[src/rtl/alu_result_stage.sv]
`default_nettype none
`timescale 1ns/1ps
// ============================================================================
//  Module   : alu_result_stage
//  Purpose  : Writeback-side stage behind the 16-bit ALU. Captures each ALU
//             result into a 2-entry elastic buffer and hands it to the
//             register-file write port over valid/ready. Also owns the
//             architectural flags: carry (fed back to ALU c_in) and,
//             optionally, zero and negative.
//  Options  : `define ALU_ZN_FLAGS_EN to build the zero_flag / neg_flag
//             ports and registers. Without it only carry_flag is kept.
//  Ports    : clk, rst_n          - clock, async active-low reset
//             in_valid/in_ready   - ALU result handshake
//             in_data, in_c       - ALU result and carry-out
//             in_carry_we         - result updates the carry flag
//             in_rd, in_wen       - destination register / write enable
//             out_valid/out_ready - register-file write handshake
//             out_data, out_rd,
//             out_wen             - head entry of the buffer
//             flags_clr           - synchronous clear of all flags
//             zero_flag, neg_flag - (ALU_ZN_FLAGS_EN only)
//             carry_flag          - to ALU c_in
//  Revision : 1.0 - initial release
// ============================================================================
module alu_result_stage #(
    parameter int DATA_W = 16,
    parameter int RD_W   = 4
) (
    input  logic              clk,
    input  logic              rst_n,
    input  logic              in_valid,
    output logic              in_ready,
    input  logic [DATA_W-1:0] in_data,
    input  logic              in_c,
    input  logic              in_carry_we,
    input  logic [RD_W-1:0]   in_rd,
    input  logic              in_wen,
    output logic              out_valid,
    input  logic              out_ready,
    output logic [DATA_W-1:0] out_data,
    output logic [RD_W-1:0]   out_rd,
    output logic              out_wen,
    input  logic              flags_clr,
`ifdef ALU_ZN_FLAGS_EN
    output logic              zero_flag,
    output logic              neg_flag,
`endif
    output logic              carry_flag
);

    localparam logic [1:0] c_count_full = 2'd2;
    localparam logic [1:0] c_count_zero = 2'd0;

    logic [DATA_W-1:0] r_mem_data [2];
    logic [RD_W-1:0]   r_mem_rd   [2];
    logic              r_mem_wen  [2];
    logic              r_wr_ptr;
    logic              r_rd_ptr;
    logic [1:0]        r_count;
    logic              r_carry;

    logic              w_push;
    logic              w_pop;

    // Both handshake outputs come straight from the count register, so
    // in_ready never depends combinationally on out_ready.
    assign in_ready  = (r_count != c_count_full);
    assign out_valid = (r_count != c_count_zero);
    assign w_push    = in_valid & in_ready;
    assign w_pop     = out_valid & out_ready;

    assign out_data   = r_mem_data[r_rd_ptr];
    assign out_rd     = r_mem_rd[r_rd_ptr];
    assign out_wen    = r_mem_wen[r_rd_ptr];
    assign carry_flag = r_carry;

    // Storage is reset too so the head reads as all-zero out of reset.
    always_ff @(posedge clk or negedge rst_n) begin
        if (!rst_n) begin
            r_mem_data[0] <= '0;
            r_mem_data[1] <= '0;
            r_mem_rd[0]   <= '0;
            r_mem_rd[1]   <= '0;
            r_mem_wen[0]  <= 1'b0;
            r_mem_wen[1]  <= 1'b0;
            r_wr_ptr      <= 1'b0;
            r_rd_ptr      <= 1'b0;
            r_count       <= 2'd0;
        end else begin
            if (w_push) begin
                r_mem_data[r_wr_ptr] <= in_data;
                r_mem_rd[r_wr_ptr]   <= in_rd;
                r_mem_wen[r_wr_ptr]  <= in_wen;
                r_wr_ptr             <= ~r_wr_ptr;
            end
            if (w_pop) begin
                r_rd_ptr <= ~r_rd_ptr;
            end
            // A simultaneous push and pop leaves the count unchanged.
            case ({w_push, w_pop})
                2'b10:   r_count <= r_count + 2'd1;
                2'b01:   r_count <= r_count - 2'd1;
                default: r_count <= r_count;
            endcase
        end
    end

    // Clear wins over a flag update from a push in the same cycle; the
    // data entry itself is still captured by the buffer above.
    always_ff @(posedge clk or negedge rst_n) begin
        if (!rst_n) begin
            r_carry <= 1'b0;
        end else if (flags_clr) begin
            r_carry <= 1'b0;
        end else if (w_push && in_carry_we) begin
            r_carry <= in_c;
        end
    end

`ifdef ALU_ZN_FLAGS_EN
    logic r_zero;
    logic r_neg;

    assign zero_flag = r_zero;
    assign neg_flag  = r_neg;

    // Every accepted result updates Z/N, including ones with in_wen = 0.
    always_ff @(posedge clk or negedge rst_n) begin
        if (!rst_n) begin
            r_zero <= 1'b0;
            r_neg  <= 1'b0;
        end else if (flags_clr) begin
            r_zero <= 1'b0;
            r_neg  <= 1'b0;
        end else if (w_push) begin
            r_zero <= (in_data == '0);
            r_neg  <= in_data[DATA_W-1];
        end
    end
`endif

endmodule
`default_nettype wire

[config.mk]
export PLATFORM = sky130hd
export DESIGN_NAME = alu_result_stage
export DESIGN_NICKNAME = d
export VERILOG_FILES = /design/src/rtl/alu_result_stage.sv
export SDC_FILE = /design/constraint.sdc
export NUM_CORES = 1
export LEC_CHECK = 0
export BUFFER_PORTS_ARGS = -buffer_cell sky130_fd_sc_hd__buf_2
export CORE_MARGIN = 2
export CORE_UTILIZATION = 57
export DETAILED_ROUTE_END_ITERATION = 7
export HOLD_SLACK_MARGIN = 0.15
export PLACE_DENSITY = 0.83
export SYNTH_ARGS = -nofsm -noshare
export SYNTH_HDL_FRONTEND = slang
export SYNTH_SLANG_ARGS = --single-unit
[constraint.sdc]
create_clock -name clk -period 2.4 [get_ports clk]
set_clock_uncertainty 0.05 [all_clocks]
set_input_delay 0.24 -clock clk [delete_from_list [all_inputs] [get_ports clk]]
set_output_delay 0.24 -clock clk [all_outputs]
set_load 0.02 [all_outputs]
==> results.rst <==
.. list-table::
   :header-rows: 1

   * - Metric
     - Value
   * - Startpoint types
     - flop
   * - Routed Antenna Nets
     - 0
   * - Die Wd
     - 65.68 um
   * - CTS tree
     - done
   * - Post-Synth XOR/XNOR Area
     - 2.020%
   * - CTS buffer count
     - 5
   * - Outcome
     - finished clean
   * - Combinational family with the most area after synthesis
     - multiplexers
   * - Worst setup slack after placement
     - 658.8 ps
   * - Placer's final routability congestion estimate
     - 0.7267
   * - Vias in the first global route
     - 1470
   * - Number of synthesized register bits
     - 47
   * - Clock latency on the worst-skew pair
     - 300 ps
   * - Flop2flop setup slack
     - 650 ps
   * - Worst path max stage delay
     - 450 ps
   * - Count of final max-slew check failures
     - 0
   * - Utilization of the core after routing
     - 75.97%
   * - Endpoint class of the critical path
     - flop
   * - Complex-gate fraction of the synthesized area
     - 0.4616%
   * - Simple-Gate Fraction of Synth Area
     - 3.693%
   * - Global-route wire length before repair
     - 6.796 mm
   * - Antenna cells
     - 0
   * - Cell area after layout
     - 0.002781 sq mm
   * - CP Buf/Inv Count
     - 0
   * - Proportion of synthesized chip area in sequential cells
     - 54.24%
   * - Clock Path Buffers
     - 2
   * - Critical Path Fanout Max
     - 4
   * - Most used cells in the layout excluding fill and tap cells
     - sky130_fd_sc_hd__buf_2 (51), sky130_fd_sc_hd__dfrtp_1 (47), sky130_fd_sc_hd__mux2_2 (42)
   * - TritonCTS sink count
     - 47
   * - Measured slew at the worst slew-check pin
     - 977.5 ps
   * - Arr. time, crit path
     - 1880 ps
   * - Hold Path Class
     - input pin to flop
   * - Logic depth of the worst register-to-register path
     - 6
   * - Maximum Capacitance Violations
     - 0
   * - P&R area growth vs syn
     - 28.27%
   * - Register cell area after layout
     - 0.001176 sq mm
   * - Number of cells on the critical path
     - 6
   * - Remaining routing DRC violations
     - 0
   * - Count of final hold-check violations
     - 0
   * - Adder-Cell Fraction of Synth Area
     - 0.5770%
   * - Global Route Usage Sum
     - 21.58%
   * - F_max
     - 571.3 MHz
   * - Initial core utilization
     - 59.23%
   * - Instance count of the mapped netlist
     - 134
   * - Final worst-path setup slack
     - 649.8 ps
   * - Starting DRC count in detailed routing
     - 35
   * - Portion of total power attributed to the clock network
     - 12.7%
   * - Number of cells upsized or downsized after cts
     - 0
   * - Final Critical Period
     - 1750 ps
   * - Worst relative slew slack
     - 34.83%
   * - Met2 demand-to-capacity share in global routing
     - 36.11%
   * - Via Count
     - 1350
   * - Number of antenna violations at the first check in global routing
     - 0
   * - Cell count of the worst hold path
     - 3
   * - Num rows
     - 22
   * - Power dissipated by switching net loads
     - 1.447 mW
   * - Total die area
     - 0.004313 sq mm
   * - Internal
     - 2.549 mW
   * - Number of nets at the end of the flow
     - 241
   * - Power per cell area
     - 1437 mW/mm^2
   * - Met3 track demand over resource in global routing
     - 7.192%
   * - Cell with the largest stage delay on the worst path
     - sky130_fd_sc_hd__dfrtp_1
   * - Total wirelength of the detailed-routed design
     - 4.045 mm
   * - Io pins
     - 52
   * - List of cells traversed by the critical path
     - or2_2 > and2_1 > ha_1 > xnor2_1 > nor2_1 > xor2_1
   * - Sequential cell fraction of total power
     - 35.8%
   * - Number of filler instances in the final layout
     - 227
   * - Warnings, synthesis
     - 0
   * - Worst EP required
     - 2530 ps
   * - Setup CP Type
     - flop to flop
   * - Multi-input gate area in the final layout
     - 930.9 sq um
   * - Leakage dissipation
     - 1.327 nW
   * - Placed wire-length estimate
     - 2.633 mm
   * - Total grt overflow
     - 0
   * - Combinational cell fraction of total power
     - 51.5%
   * - Mean number of vias per cell
     - 5.172
   * - Number of iterations in the first detailed-routing pass
     - 4
   * - Post-synth net total
     - 163
   * - Cell area after synthesis
     - 0.002168 sq mm
   * - Setup_tns
     - 0 ps
   * - Overall Power
     - 3.996 mW
   * - M1 GR Usage
     - 24.51%
   * - Maximum vdd ir drop
     - 0.9671 mV
   * - Area of placed instances
     - 0.002451 sq mm
   * - Clock transition at the registers of the reported paths
     - 80 ps
   * - Leading cell type in the layout, fill and taps excluded
     - sky130_fd_sc_hd__buf_2
   * - Maximum level of the CTS H-tree
     - 2
   * - Final setup vio count
     - 0
   * - Vertical die dimension
     - 65.68 um
   * - Final cycle utilization of the critical path
     - 72.93%
   * - Top Family by Delay on Critical Path
     - simple AND/OR/NAND/NOR gates
   * - Fraction of layout cells with a size suffix above 1
     - 60.09%
   * - GR peak layer
     - met2
   * - Library cells used by synthesis
     - 20
   * - Largest net degree at the start of global routing
     - 48
   * - Count of input and output buffers
     - 51
   * - Unrepaired setup endpoints after global routing
     - no
   * - Mean Syn Cell Area
     - 16.18 sq um
   * - Switching fraction of total power
     - 36.21%
   * - Master cell of the clock root buffer
     - sky130_fd_sc_hd__clkbuf_8
   * - Routed wire length per instance
     - 15.50 um
   * - Portion of netlist area occupied by mux cells
     - 36.18%
   * - Area of the core region
     - 0.003661 sq mm
==> area by class of cell <==
type                            instances  share of cell area (%)
Sequential cell                        47                   42.29
Multi-Input combinational cell         80                   33.47
Timing Repair Buffer                   77                   18.26
Clock buffer                            8                   3.599
Tap cell                               48                   2.159
Inverter                                1                  0.2249
==> power by group through the flow <==
stage                     Clock [mW]  Combinational (mW)  Sequential (mW)
after floorplan                    0                1.60             1.37
after global placement             0                1.97             1.40
after detailed placement           0                2.03             1.44
after CTS                      0.528                2.07             1.43
after global routing           0.563                2.19             1.48
final                          0.507                2.06             1.43
==> final timing paths <==
check,startpoint,endpoint
setup reg to reg,r_count[0],r_count[1]
max in group asynchronous,rst_n,r_mem_data[9]
min in group asynchronous,rst_n,r_mem_rd[0]
hold reg to reg,r_mem_rd[1],r_mem_rd[1]
setup / recovery,r_count[0],r_count[1]
hold / removal,in_c,carry_flag
==> metal layers <==
metal	routed length, um	up-vias
met3	242	14
met4	130	0
met1	1650	658
li1	-	633
met5	0	-
met2	2022	45
==> synthesized netlist by cell type <==
cell	number	share of area, %
sky130_fd_sc_hd__ha_1	1	0.58
sky130_fd_sc_hd__or2_2	1	0.29
sky130_fd_sc_hd__nand4_1	1	0.29
sky130_fd_sc_hd__nor3b_4	1	0.87
sky130_fd_sc_hd__o21ai_0	1	0.23
sky130_fd_sc_hd__xnor2_1	3	1.2
sky130_fd_sc_hd__mux2_4	20	14
sky130_fd_sc_hd__and2_1	1	0.29
sky130_fd_sc_hd__nor2_1	1	0.17
sky130_fd_sc_hd__buf_2	2	0.46
sky130_fd_sc_hd__dfrtp_1	47	54
sky130_fd_sc_hd__mux2_1	1	0.52
sky130_fd_sc_hd__a21oi_1	1	0.23
sky130_fd_sc_hd__nand2_1	2	0.35
sky130_fd_sc_hd__inv_4	1	0.29
sky130_fd_sc_hd__nand3_4	1	0.81
sky130_fd_sc_hd__mux2_2	42	22
sky130_fd_sc_hd__buf_6	4	2.1
sky130_fd_sc_hd__xor2_1	2	0.81
sky130_fd_sc_hd__nor2b_4	1	0.63
==> logic make-up after synthesis <==
group	Yosys count
flops	47
simple gates	9
xor+xnor	5
fa+ha+maj	1
buf+inv	7
mux	63
compound gates	2
==> state kept, by name, indices dropped and copies added, names as in the netlist <==
name and count:
r_mem_wen 2, r_rd_ptr 1, r_wr_ptr 1, r_mem_data 32
r_count 2, r_mem_rd 8, carry_flag 1
==> metrics by stage <==
step | hold slack [ps] | cells
after floorplan | -105.6 | 134
after global placement | 338.5 | 230
after detailed placement | 357.4 | 230
after CTS | 160.0 | 261
after global routing | 193.9 | 261
final | 165.8 | 261
==> worst reg2reg max path: stages, from the launching register on <==
cell and delay [ps]:
sky130_fd_sc_hd__dfrtp_1 450, sky130_fd_sc_hd__or2_2 330, sky130_fd_sc_hd__and2_1 190, sky130_fd_sc_hd__ha_1 210
sky130_fd_sc_hd__xnor2_1 180, sky130_fd_sc_hd__nor2_1 80, sky130_fd_sc_hd__xor2_1 140
==> repair_timing <==
action                                 in CTS  in global routing
buffers inserted                            0                  0
endpoints found under the hold margin      89                  0
hold buffers                               23                  0
setup endpoints to repair                   0                  0
Power figures use the tool's default switching activity.
